<file path="src/rtl/piso_burst_scheduler_if.sv">
// Bus bundle for piso_burst_scheduler.
//   i_req    : per-requester request, held with a stable bundle until granted
//   i_bundle : requester r word b at [(r*BEATS+b)*DATA_W +: DATA_W]
//   o_gnt    : one-hot grant pulse in the capture cycle
//   o_data/o_valid/i_ready : serialized beat stream
//   o_first/o_last : beat 0 / beat BEATS-1 markers (qualified by o_valid)
//   o_src    : requester owning the bundle being streamed
//   o_busy   : scheduler is streaming a bundle
// master = scheduler side, slave = producer/consumer side.
interface piso_burst_scheduler_if #(
    parameter int DATA_W = 32,
    parameter int NREQ   = 4,
    parameter int BEATS  = 3
) ();
    logic [NREQ-1:0]              i_req;
    logic [NREQ*BEATS*DATA_W-1:0] i_bundle;
    logic [NREQ-1:0]              o_gnt;
    logic [DATA_W-1:0]            o_data;
    logic                         o_valid;
    logic                         i_ready;
    logic                         o_first;
    logic                         o_last;
    logic [$clog2(NREQ)-1:0]      o_src;
    logic                         o_busy;

    modport master (
        input  i_req, i_bundle, i_ready,
        output o_gnt, o_data, o_valid, o_first, o_last, o_src, o_busy
    );

    modport slave (
        output i_req, i_bundle, i_ready,
        input  o_gnt, o_data, o_valid, o_first, o_last, o_src, o_busy
    );
endinterface

</file>
<file path="src/rtl/piso_burst_scheduler.sv">
// piso_burst_scheduler: round-robin arbiter in front of one BEATS-word
// parallel-in/serial-out serializer.
//   i_clk   : clock, rising edge
//   i_rst_n : synchronous active-low reset
//   bus     : piso_burst_scheduler_if.master (request/bundle in, grant out,
//             valid/ready beat stream out with first/last/src/busy tags)
// A granted bundle is captured into holding registers; beats are muxed out of
// those registers only, so producers may change i_bundle right after grant.
module piso_burst_scheduler #(
    parameter int DATA_W = 32,
    parameter int NREQ   = 4,
    parameter int BEATS  = 3
) (
    input  logic i_clk,
    input  logic i_rst_n,
    piso_burst_scheduler_if.master bus
);
    localparam int SW = $clog2(NREQ);
    localparam int BW = $clog2(BEATS);

    typedef enum logic {IDLE, SEND} state_t;

    state_t                        state_q, state_d;
    logic [BW-1:0]                 beat_q;
    logic [SW-1:0]                 rr_q;
    logic [SW-1:0]                 src_q;
    logic [BEATS-1:0][DATA_W-1:0]  hold_q;

    logic [SW-1:0]                 winner;
    logic                          last_beat;
    logic                          accept;
    logic                          can_capture;
    logic                          grant_en;

    // Round-robin scan starting just above the last winner. The wrap is an
    // explicit compare so non-power-of-two NREQ behaves.
    always_comb begin
        logic [SW-1:0] idx;
        logic          found;
        winner = '0;
        found  = 1'b0;
        idx    = rr_q;
        for (int i = 0; i < NREQ; i++) begin
            idx = (idx == SW'(NREQ-1)) ? '0 : idx + 1'b1;
            if (bus.i_req[idx] && !found) begin
                winner = idx;
                found  = 1'b1;
            end
        end
    end

    assign last_beat   = (beat_q == BW'(BEATS-1));
    assign accept      = (state_q == SEND) && bus.i_ready;
    // Capture in IDLE, or on the accepted last beat for back-to-back bundles.
    assign can_capture = (state_q == IDLE) || (accept && last_beat);
    assign grant_en    = can_capture && (|bus.i_req) && i_rst_n;

    assign bus.o_gnt   = grant_en ? (NREQ'(1) << winner) : '0;
    assign bus.o_valid = (state_q == SEND);
    assign bus.o_busy  = (state_q == SEND);
    assign bus.o_data  = hold_q[beat_q];
    assign bus.o_first = (state_q == SEND) && (beat_q == '0);
    assign bus.o_last  = (state_q == SEND) && last_beat;
    assign bus.o_src   = src_q;

    always_comb begin
        state_d = state_q;
        if (grant_en)
            state_d = SEND;
        else if (accept && last_beat)
            state_d = IDLE;
    end

    always_ff @(posedge i_clk) begin
        if (!i_rst_n)
            state_q <= IDLE;
        else
            state_q <= state_d;
    end

    always_ff @(posedge i_clk) begin
        if (!i_rst_n) begin
            beat_q <= '0;
            rr_q   <= SW'(NREQ-1);
            src_q  <= '0;
            hold_q <= '0;
        end else if (grant_en) begin
            for (int b = 0; b < BEATS; b++)
                hold_q[b] <= bus.i_bundle[(int'(winner)*BEATS + b)*DATA_W +: DATA_W];
            src_q  <= winner;
            rr_q   <= winner;
            beat_q <= '0;
        end else if (accept && !last_beat) begin
            beat_q <= beat_q + 1'b1;
        end
    end
endmodule

</file>
<file path="src/flat_wrapper.sv">
// flat-port wrapper written by rule: the top's interface ports become plain ports
module piso_burst_scheduler_flat 
#(
    parameter int DATA_W = 32,
    parameter int NREQ   = 4,
    parameter int BEATS  = 3
)
  (i_clk, i_rst_n, bus_i_req, bus_i_bundle, bus_i_ready, bus_o_gnt, bus_o_data, bus_o_valid, bus_o_first, bus_o_last, bus_o_src, bus_o_busy);
  piso_burst_scheduler_if #(.DATA_W(DATA_W), .NREQ(NREQ), .BEATS(BEATS)) bus_i ();
  input  logic i_clk;
  input  logic i_rst_n;
  input wire logic [$bits(bus_i.i_req)-1:0] bus_i_req;
  input wire logic [$bits(bus_i.i_bundle)-1:0] bus_i_bundle;
  input wire logic [$bits(bus_i.i_ready)-1:0] bus_i_ready;
  output wire logic [$bits(bus_i.o_gnt)-1:0] bus_o_gnt;
  output wire logic [$bits(bus_i.o_data)-1:0] bus_o_data;
  output wire logic [$bits(bus_i.o_valid)-1:0] bus_o_valid;
  output wire logic [$bits(bus_i.o_first)-1:0] bus_o_first;
  output wire logic [$bits(bus_i.o_last)-1:0] bus_o_last;
  output wire logic [$bits(bus_i.o_src)-1:0] bus_o_src;
  output wire logic [$bits(bus_i.o_busy)-1:0] bus_o_busy;
  assign bus_i.i_req = bus_i_req;
  assign bus_i.i_bundle = bus_i_bundle;
  assign bus_i.i_ready = bus_i_ready;
  assign bus_o_gnt = bus_i.o_gnt;
  assign bus_o_data = bus_i.o_data;
  assign bus_o_valid = bus_i.o_valid;
  assign bus_o_first = bus_i.o_first;
  assign bus_o_last = bus_i.o_last;
  assign bus_o_src = bus_i.o_src;
  assign bus_o_busy = bus_i.o_busy;
  piso_burst_scheduler #(.DATA_W(DATA_W), .NREQ(NREQ), .BEATS(BEATS)) u_core (.i_clk(i_clk), .i_rst_n(i_rst_n), .bus(bus_i));
endmodule
</file>
<file path="config.mk">
export PLATFORM = sky130hd
export DESIGN_NAME = piso_burst_scheduler_flat
export DESIGN_NICKNAME = d
export VERILOG_FILES = /design/src/rtl/piso_burst_scheduler_if.sv /design/src/rtl/piso_burst_scheduler.sv /design/src/flat_wrapper.sv
export SDC_FILE = /design/constraint.sdc
export NUM_CORES = 1
export LEC_CHECK = 0
export CAP_MARGIN = 20
export CORE_AREA = 2 2 167 169
export CTS_CLUSTER_DIAMETER = 40
export DETAILED_ROUTE_END_ITERATION = 8
export DIE_AREA = 0 0 169 171
export HOLD_SLACK_MARGIN = 0.05
export PLACE_DENSITY = 0.74
export SLEW_MARGIN = 20
export SYNTH_ARGS = -nofsm -noshare
export SYNTH_HDL_FRONTEND = slang
export SYNTH_SLANG_ARGS = --single-unit
</file>
<file path="constraint.sdc">
create_clock -name i_clk -period 6.85 [get_ports i_clk]
set_clock_uncertainty 0.05 [all_clocks]
set_input_delay 0.685 -clock i_clk [delete_from_list [all_inputs] [get_ports i_clk]]
set_output_delay 0.685 -clock i_clk [all_outputs]
set_load 0.05 [all_outputs]
</file>
==> results of run 1 <==
==> power by group <==
| group | leakage [nW] | internal (mW) | switching, mW |
|---|---|---|---|
| registers | 0.849 | 0.703 | 0.0585 |
| logic | 4.16 | 0.819 | 0.941 |
| clock network | 0.143 | 0.305 | 0.248 |
==> area by class of cell <==
class | instances | area share
Sequential cell | 103 | 0.1477
Timing Repair Buffer | 452 | 0.3204
Multi-Input combinational cell | 829 | 0.4736
Clock inverter | 4 | 0.003844
Clock buffer | 11 | 0.01815
Inverter | 18 | 0.005185
Antenna cell | 1 | 0.0001788
Tap cell | 346 | 0.03093
==> critical path, cell delays in order <==
cell and delay [ns]:
sky130_fd_sc_hd__clkdlybuf4s50_1 0.70, sky130_fd_sc_hd__nor2b_1 0.13, sky130_fd_sc_hd__o21ai_2 0.29, sky130_fd_sc_hd__nand3_4 0.54, sky130_fd_sc_hd__inv_6 0.58, sky130_fd_sc_hd__ha_1 0.67
sky130_fd_sc_hd__nand2_1 0.67, sky130_fd_sc_hd__o21ai_0 1.08, sky130_fd_sc_hd__a2111oi_0 0.17, sky130_fd_sc_hd__a21o_1 0.21
==> cell families after synthesis <==
| logic type | synth area share |
|---|---|
| and+or+nand+nor | 0.1681 |
| AOI/OAI and AO/OA | 0.2234 |
| muxes | 0.3172 |
| buffers and inverters | 0.05609 |
| DFF | 0.2260 |
| adders and majority gates | 0.008228 |
| xor gates and xnor gates | 0.0009601 |
==> cells in the final DEF, fill, tap and decap left out, types with 4 or more instances in the layout <==
cell | synthesis | routed
sky130_fd_sc_hd__a211o_1 | 4 | 4
sky130_fd_sc_hd__a211oi_1 | 9 | 9
sky130_fd_sc_hd__a21oi_1 | 51 | 50
sky130_fd_sc_hd__a221o_1 | 8 | 8
sky130_fd_sc_hd__a222oi_1 | 9 | 9
sky130_fd_sc_hd__a22o_1 | 5 | 5
sky130_fd_sc_hd__a22oi_1 | 57 | 57
sky130_fd_sc_hd__a31oi_1 | 18 | 18
sky130_fd_sc_hd__a32o_1 | 7 | 7
sky130_fd_sc_hd__and2_1 | 7 | 7
sky130_fd_sc_hd__buf_4 | 5 | 20
sky130_fd_sc_hd__clkbuf_16 | 0 | 10
sky130_fd_sc_hd__clkdlybuf4s50_1 | 0 | 431
sky130_fd_sc_hd__dfxtp_1 | 103 | 101
sky130_fd_sc_hd__ha_1 | 6 | 5
sky130_fd_sc_hd__inv_1 | 16 | 15
sky130_fd_sc_hd__mux2_2 | 5 | 5
sky130_fd_sc_hd__mux2i_1 | 81 | 81
sky130_fd_sc_hd__mux4_2 | 90 | 90
sky130_fd_sc_hd__nand2_1 | 227 | 226
sky130_fd_sc_hd__nand3_1 | 58 | 57
sky130_fd_sc_hd__nor2_1 | 37 | 35
sky130_fd_sc_hd__nor2b_1 | 6 | 6
sky130_fd_sc_hd__nor4_1 | 4 | 4
sky130_fd_sc_hd__o21a_1 | 8 | 8
sky130_fd_sc_hd__o21ai_0 | 35 | 35
sky130_fd_sc_hd__o22a_1 | 13 | 13
sky130_fd_sc_hd__o22ai_1 | 29 | 29
sky130_fd_sc_hd__o31a_1 | 5 | 5
sky130_fd_sc_hd__o31ai_1 | 4 | 4
==> routing by layer <==
layer	track usage	wire length, microns	part of all wire	up-vias
met1	0.3454	16190	0.36	5200
met3	0.06176	4680	0.10	129
li1	-	-	-	4772
met5	0	0	0	-
met2	0.5153	21610	0.48	767
met4	0.1550	2238	0.050	0
==> how the worst max path moves through the flow <==
stage                                                end  slack [ns]  cells past startpoint
after floorplan           u_core.hold_q[56]$_SDFFE_PN0P_        2.73                     16
after global placement    u_core.hold_q[43]$_SDFFE_PN0P_        1.40                     10
after detailed placement  u_core.hold_q[43]$_SDFFE_PN0P_        1.12                     10
after CTS                 u_core.hold_q[43]$_SDFFE_PN0P_        1.47                     10
after global routing      u_core.hold_q[43]$_SDFFE_PN0P_        1.02                     10
final                     u_core.hold_q[43]$_SDFFE_PN0P_        1.27                     10
==> sequential cells by signal (all words and copies together) (netlist names) <==
signal / count
u_core.beat_q: 2
u_core.bus.o_src: 2
u_core.rr_q: 2
u_core.bus.o_busy: 1
u_core.hold_q: 96
==> through the flow <==
step	hold WS, ns	instances
after floorplan	0.3748	1050
after global placement	0.3872	1747
after detailed placement	0.3890	1748
after CTS	0.4014	1763
after global routing	0.4195	1763
final	0.4019	1764
==> impl_metrics.csv, run 1 <==
group,metric,value,unit
run_status,status,"finished clean",
synthesis,synth_top_cell_area_share,0.2260,
floorplanning,start_util,0.3339,
sta,worstMarginPinSlew,1.080,ns
sta,timing.max_slew.rel_slack,0.2723,
place,gpl_congestion,0.9539,
synthesis,synthesis.area,0.009124,sq mm
sta,final_hold_viol_count,0,
clock_network,clock_insertion_delay_at_the_later_pin_of_the_skew_report,0.35,ns
synthesis,yosysMostFrequentCell,"sky130_fd_sc_hd__nand2_1",
setup_path,cp_data_arrival_time,5.78,ns
setup_path,critical_path.max_fanout,42,
clock_network,holdBufCountCts,0,
synthesis,synth_top_cell_by_area,"sky130_fd_sc_hd__dfxtp_1",
clock_network,cts_made_buffers,9,
synthesis,synth-async-reset-ratio,0,
clock_network,h-tree-depth,3,
drt,detailroute.via_count,10870,
setup_path,timing.reg2reg.setup_slack,1.43,ns
synthesis,synth_enable_flop_cells,0,
setup_path,reg2reg_to,"u_core.hold_q[43]$_SDFFE_PN0P_",
sta,timing.fmax,0.1793,GHz
finish,final-seq-area,0.002067,sq mm
setup_path,critPathKind,"input pin to register",
place,detailedPlacementHpwl,32460,microns
clock_network,cts_root_buf,"sky130_fd_sc_hd__clkbuf_16",
setup_path,setup.worst_path.start_class,"input pin",
clock_network,tritoncts_clock_tree,"built",
synthesis,synth_top_flop_cell,"sky130_fd_sc_hd__dfxtp_1",
floorplanning,fp-row-count,61,
floorplanning,pin_count,433,
floorplanning,floorplan.die.width,169,microns
finish,nets,1810,
drt,detail_route.wl_per_cell,25.35,microns
sta,setup-tns-final,0,ns
finish,layout.filler_cells,2540,
synthesis,syn_nets,1447,
clock_network,clk_pin_slew_worst_paths,0.08,ns
drt,post-route-drc-count,0,
drt,drt_iter0_drc,1265,
synthesis,synth_area_leaders,"sky130_fd_sc_hd__dfxtp_1 (23%), sky130_fd_sc_hd__mux4_2 (22%), sky130_fd_sc_hd__nand2_1 (9.3%)",
synthesis,synthesized_instance_count,1050,
place,pre_cts_slack,1.118,ns
global_route,antenna_found_initial,1,
global_route,first_global_vias,11050,
drt,detail_route.vias_per_cell,6.161,
min_path,holdPathEnd,"u_core.bus.o_src[1]$_SDFFE_PN0P_",
setup_path,worst_reg2reg_path_depth,10,
global_route,global_route.usage.total,0.2966,
drt,first_pass_iters,5,
finish,combined_area_of_the_multi_input_logic_cells,0.006629,sq mm
sta,setup_slack,1.274,ns
min_path,timing.hold.worst.start,"u_core.bus.o_src[1]$_SDFFE_PN0P_",
place,placed_area,0.01367,sq mm
setup_path,startpoint,"bus_i_req[3]",
global_route,grt_remaining_overflow,0,
synthesis,yosys.cell_types.count,63,
floorplanning,core,0.02732,sq mm
sta,finalSetupViolCount,0,
clock_network,cts_num_sinks,103,
synthesis,synth_cell_count_leaders,"sky130_fd_sc_hd__nand2_1 (227), sky130_fd_sc_hd__dfxtp_1 (103), sky130_fd_sc_hd__mux4_2 (90), sky130_fd_sc_hd__mux2i_1 (81), sky130_fd_sc_hd__nand3_1 (58)",
clock_network,clock_tree.buffer_depth,2,
sta,setup_repair_after_global_routing_missed_its_margin,"false",
synthesis,postSynthAreaPerCell,8.689,sq um
pwr,total_leakage_power,5.156,nW
sta,drv_slew,0,
global_route,grt_max_degree,56,
clock_network,post_cts_resize_count,0,
finish,syn_to_final_growth,53.40,%
sta,final_min_period_over_clock_period,0.8140,
min_path,hold_depth,2,
setup_path,critical_path.endpoint_type,"register",
min_path,hold_path.class,"register to register",
pwr,total_power,3.075,mW
global_route,first_pass_grt_wire_length,64950,microns
drt,routed_wirelength,44710,microns
setup_path,cp.required,7.06,ns
finish,postLayoutCoreUtil,0.5122,
floorplanning,die_area,0.02890,sq mm
finish,ratio_of_cells_with_drive_above_1_in_the_final_layout,0.1087,
pwr,ir_worst_vdd,0.1516,mV
synthesis,yosys_register_bits,103,
setup_path,worstReg2RegStart,"u_core.rr_q[0]$_SDFFE_PN1P_",
clock_network,post-cts-setup-buffer-count,0,
place,place.port_buffers,432,
finish,layout.cell_area.non_filler,0.01400,sq mm
floorplanning,chip_height,171,microns
sta,clock_period_minus_final_worst_setup_slack,5.576,ns
synthesis,synth.yosys.seq_area_share,0.2260,
synthesis,synthesis.yosys.warnings,0,
pwr,power-per-cell-area,219.7,mW/mm^2
flow_run,cap_violations,0,
drt,detail-route-antenna-nets,0,
Power figures use the tool's default switching activity.
==> run 2, diff against run 1 <==
CORE_AREA = 2 2 168 170   (was 2 2 167 169)
DIE_AREA = 0 0 170 172   (was 0 0 169 171)
PLACE_DENSITY = 0.76   (was 0.74)
clock period = 4.7 ns   (was 6.85 ns; I/O delays follow)
==> impl_metrics.csv, run 2 (synthesis results as in run 1) <==
group,metric,value,unit
min_path,hold_path.class,"register to register",
setup_path,reg2reg_to,"u_core.hold_q[94]$_SDFFE_PN0P_",
sta,setup_slack,0.6186,ns
finish,mostFrequentLayoutCell,"sky130_fd_sc_hd__clkdlybuf4s50_1",
sta,setup-tns-final,0,ns
clock_network,clock_tree.buffer_depth,2,
sta,timing.fmax,0.2450,GHz
finish,final-seq-area,0.002067,sq mm
floorplanning,fp-row-count,61,
sta,final_min_period_over_clock_period,0.8684,
sta,clock_period_minus_final_worst_setup_slack,4.081,ns
setup_path,worst_reg2reg_path_depth,10,
drt,first_pass_iters,5,
drt,routed_wirelength,44130,microns
finish,largest_register_ffs,96,
floorplanning,core,0.02748,sq mm
setup_path,crit_slowest_cell,"sky130_fd_sc_hd__buf_4",
setup_path,path_cells,"ha_1 > nor4_1 > o32ai_4 > inv_2 > buf_4 > nand3_2 > nor2_1 > buf_12",
place,gpl_congestion,0.9192,
setup_path,max_stage_delay,0.59,ns
setup_path,setup.worst_path.start_class,"register",
clock_network,clock_insertion_delay_at_the_later_pin_of_the_skew_report,0.35,ns
setup_path,critical_path.endpoint_type,"primary output",
setup_path,critPathKind,"register to primary output",
setup_path,worstReg2RegStart,"u_core.rr_q[0]$_SDFFE_PN1P_",
sta,final_hold_viol_count,0,
drt,detailroute.via_count,10760,
drt,detail-route-antenna-nets,0,
finish,combined_area_of_the_multi_input_logic_cells,0.006618,sq mm
global_route,grt_remaining_overflow,0,
floorplanning,start_util,0.3321,
clock_network,post_cts_resize_count,0,
global_route,first_pass_grt_wire_length,64030,microns
finish,layout.filler_cells,2549,
finish,syn_to_final_growth,55.22,%
sta,drv_slew,0,
finish,registers.top_by_ff_count,"u_core.hold_q",
setup_path,critical_path.max_fanout,52,
finish,nets,1825,
min_path,hold_depth,2,
finish,layout.cells.most_common_list,"sky130_fd_sc_hd__clkdlybuf4s50_1 (428), sky130_fd_sc_hd__nand2_1 (226), sky130_fd_sc_hd__dfxtp_1 (101)",
clock_network,h-tree-depth,3,
pwr,ir_worst_vdd,0.1937,mV
global_route,global_route.usage.total,0.2903,
setup_path,critical_path_buf_inv_count,3,
sta,setup_repair_after_global_routing_missed_its_margin,"false",
clock_network,post-cts-setup-buffer-count,0,
sta,finalSetupViolCount,0,
min_path,timing.hold.worst.start,"u_core.bus.o_src[1]$_SDFFE_PN0P_",
clock_network,cts_num_sinks,103,
flow_run,cap_violations,0,
drt,detail_route.vias_per_cell,6.036,
clock_network,holdBufCountCts,0,
setup_path,cp.required,4.18,ns
sta,timing.max_slew.rel_slack,0.4309,
floorplanning,die_area,0.02924,sq mm
place,pre_cts_slack,0.8217,ns
place,place.port_buffers,432,
run_status,status,"finished clean",
clock_network,clk_pin_slew_worst_paths,0.08,ns
place,detailedPlacementHpwl,32520,microns
finish,ratio_of_cells_with_drive_above_1_in_the_final_layout,0.1200,
setup_path,timing.reg2reg.setup_slack,0.97,ns
sta,worstMarginPinSlew,0.8536,ns
global_route,first_global_vias,11130,
global_route,antenna_found_initial,2,
floorplanning,chip_height,172,microns
drt,post-route-drc-count,0,
pwr,total_leakage_power,5.250,nW
floorplanning,floorplan.die.width,170,microns
clock_network,cts_made_buffers,9,
clock_network,tritoncts_clock_tree,"built",
min_path,holdPathEnd,"u_core.bus.o_src[1]$_SDFFE_PN0P_",
floorplanning,pin_count,433,
global_route,grt_max_degree,87,
clock_network,cts_root_buf,"sky130_fd_sc_hd__clkbuf_16",
drt,detail_route.wl_per_cell,24.77,microns
drt,drt_iter0_drc,1061,
pwr,power-per-cell-area,319.3,mW/mm^2
setup_path,critical-path-top-delay-family,"simple AND/OR/NAND/NOR gates",
setup_path,cp_data_arrival_time,3.56,ns
-- run 2: worst register-to-register path: cells and delay by family (launching register included) --
kind | cells | cell delay, ns
buf+inv | 3 | 1.10
flops | 1 | 0.46
compound gates | 3 | 0.69
simple gates | 3 | 1.00
fa+ha+maj | 1 | 0.37
-- run 2: layer usage --
| layer | vias up | GRT usage | share of wire | wire (microns) |
|---|---|---|---|---|
| met5 | - | 0 | 0 | 0 |
| met4 | 0 | 0.1676 | 0.057 | 2510 |
| met3 | 140 | 0.06867 | 0.10 | 4493 |
| met2 | 744 | 0.5054 | 0.48 | 21060 |
| met1 | 5071 | 0.3265 | 0.36 | 16070 |
| li1 | 4801 | - | - | - |
-- run 2: worst max-delay path by stage --
stage | from | end | slack, ns | cells past startpoint
2_1_floorplan | u_core.rr_q[0]$_SDFFE_PN1P_ | u_core.hold_q[56]$_SDFFE_PN0P_ | 0.58 | 16
3_3_place_gp | bus_i_req[3] | u_core.hold_q[76]$_SDFFE_PN0P_ | 0.91 | 10
3_5_place_dp | bus_i_req[3] | u_core.hold_q[61]$_SDFFE_PN0P_ | 0.82 | 10
4_1_cts | u_core.rr_q[0]$_SDFFE_PN1P_ | bus_o_gnt[2] | 0.61 | 8
5_1_grt | u_core.rr_q[0]$_SDFFE_PN1P_ | bus_o_gnt[2] | 0.47 | 8
6_report | u_core.rr_q[0]$_SDFFE_PN1P_ | bus_o_gnt[2] | 0.62 | 8
-- run 2: power by group --
| part | total (mW) | switching (mW) | internal, mW |
|---|---|---|---|
| clock network | 0.799 | 0.368 | 0.432 |
| logic | 2.61 | 1.38 | 1.23 |
| registers | 1.11 | 0.0860 | 1.02 |
| total | 4.52 | 1.84 | 2.68 |
-- run 2: layout make-up --
class	count	share of cell area
diodes	3	0.0005301
clock buffers	12	0.01740
clock inverters	4	0.003799
inverters	18	0.005124
multi-input cells	829	0.4673
flip-flops and latches	103	0.1459
well taps	346	0.03057
repair buffers	467	0.3294
-- run 2: metrics by stage --
step           power (mW)  utilization  instances  area (sq um)  hold slack (ns)
5_1_grt             4.733       0.5153       1780         14160           0.4070
6_report            4.521       0.5154       1782         14160           0.3916
2_1_floorplan       2.754            -       1050          9124           0.3748
4_1_cts             4.513       0.5152       1779         14150           0.3937
3_5_place_dp        3.705       0.5042       1763         13850           0.3824
3_3_place_gp        3.675       0.5042       1763         13850           0.3788
==> run 3, diff against run 2 <==
CAP_MARGIN = unset   (was 20)
SETUP_SLACK_MARGIN = 0.05   (was unset)
==> results of run 3 <==
No change in the layout: final DEF, timing and power equal those of run 2.
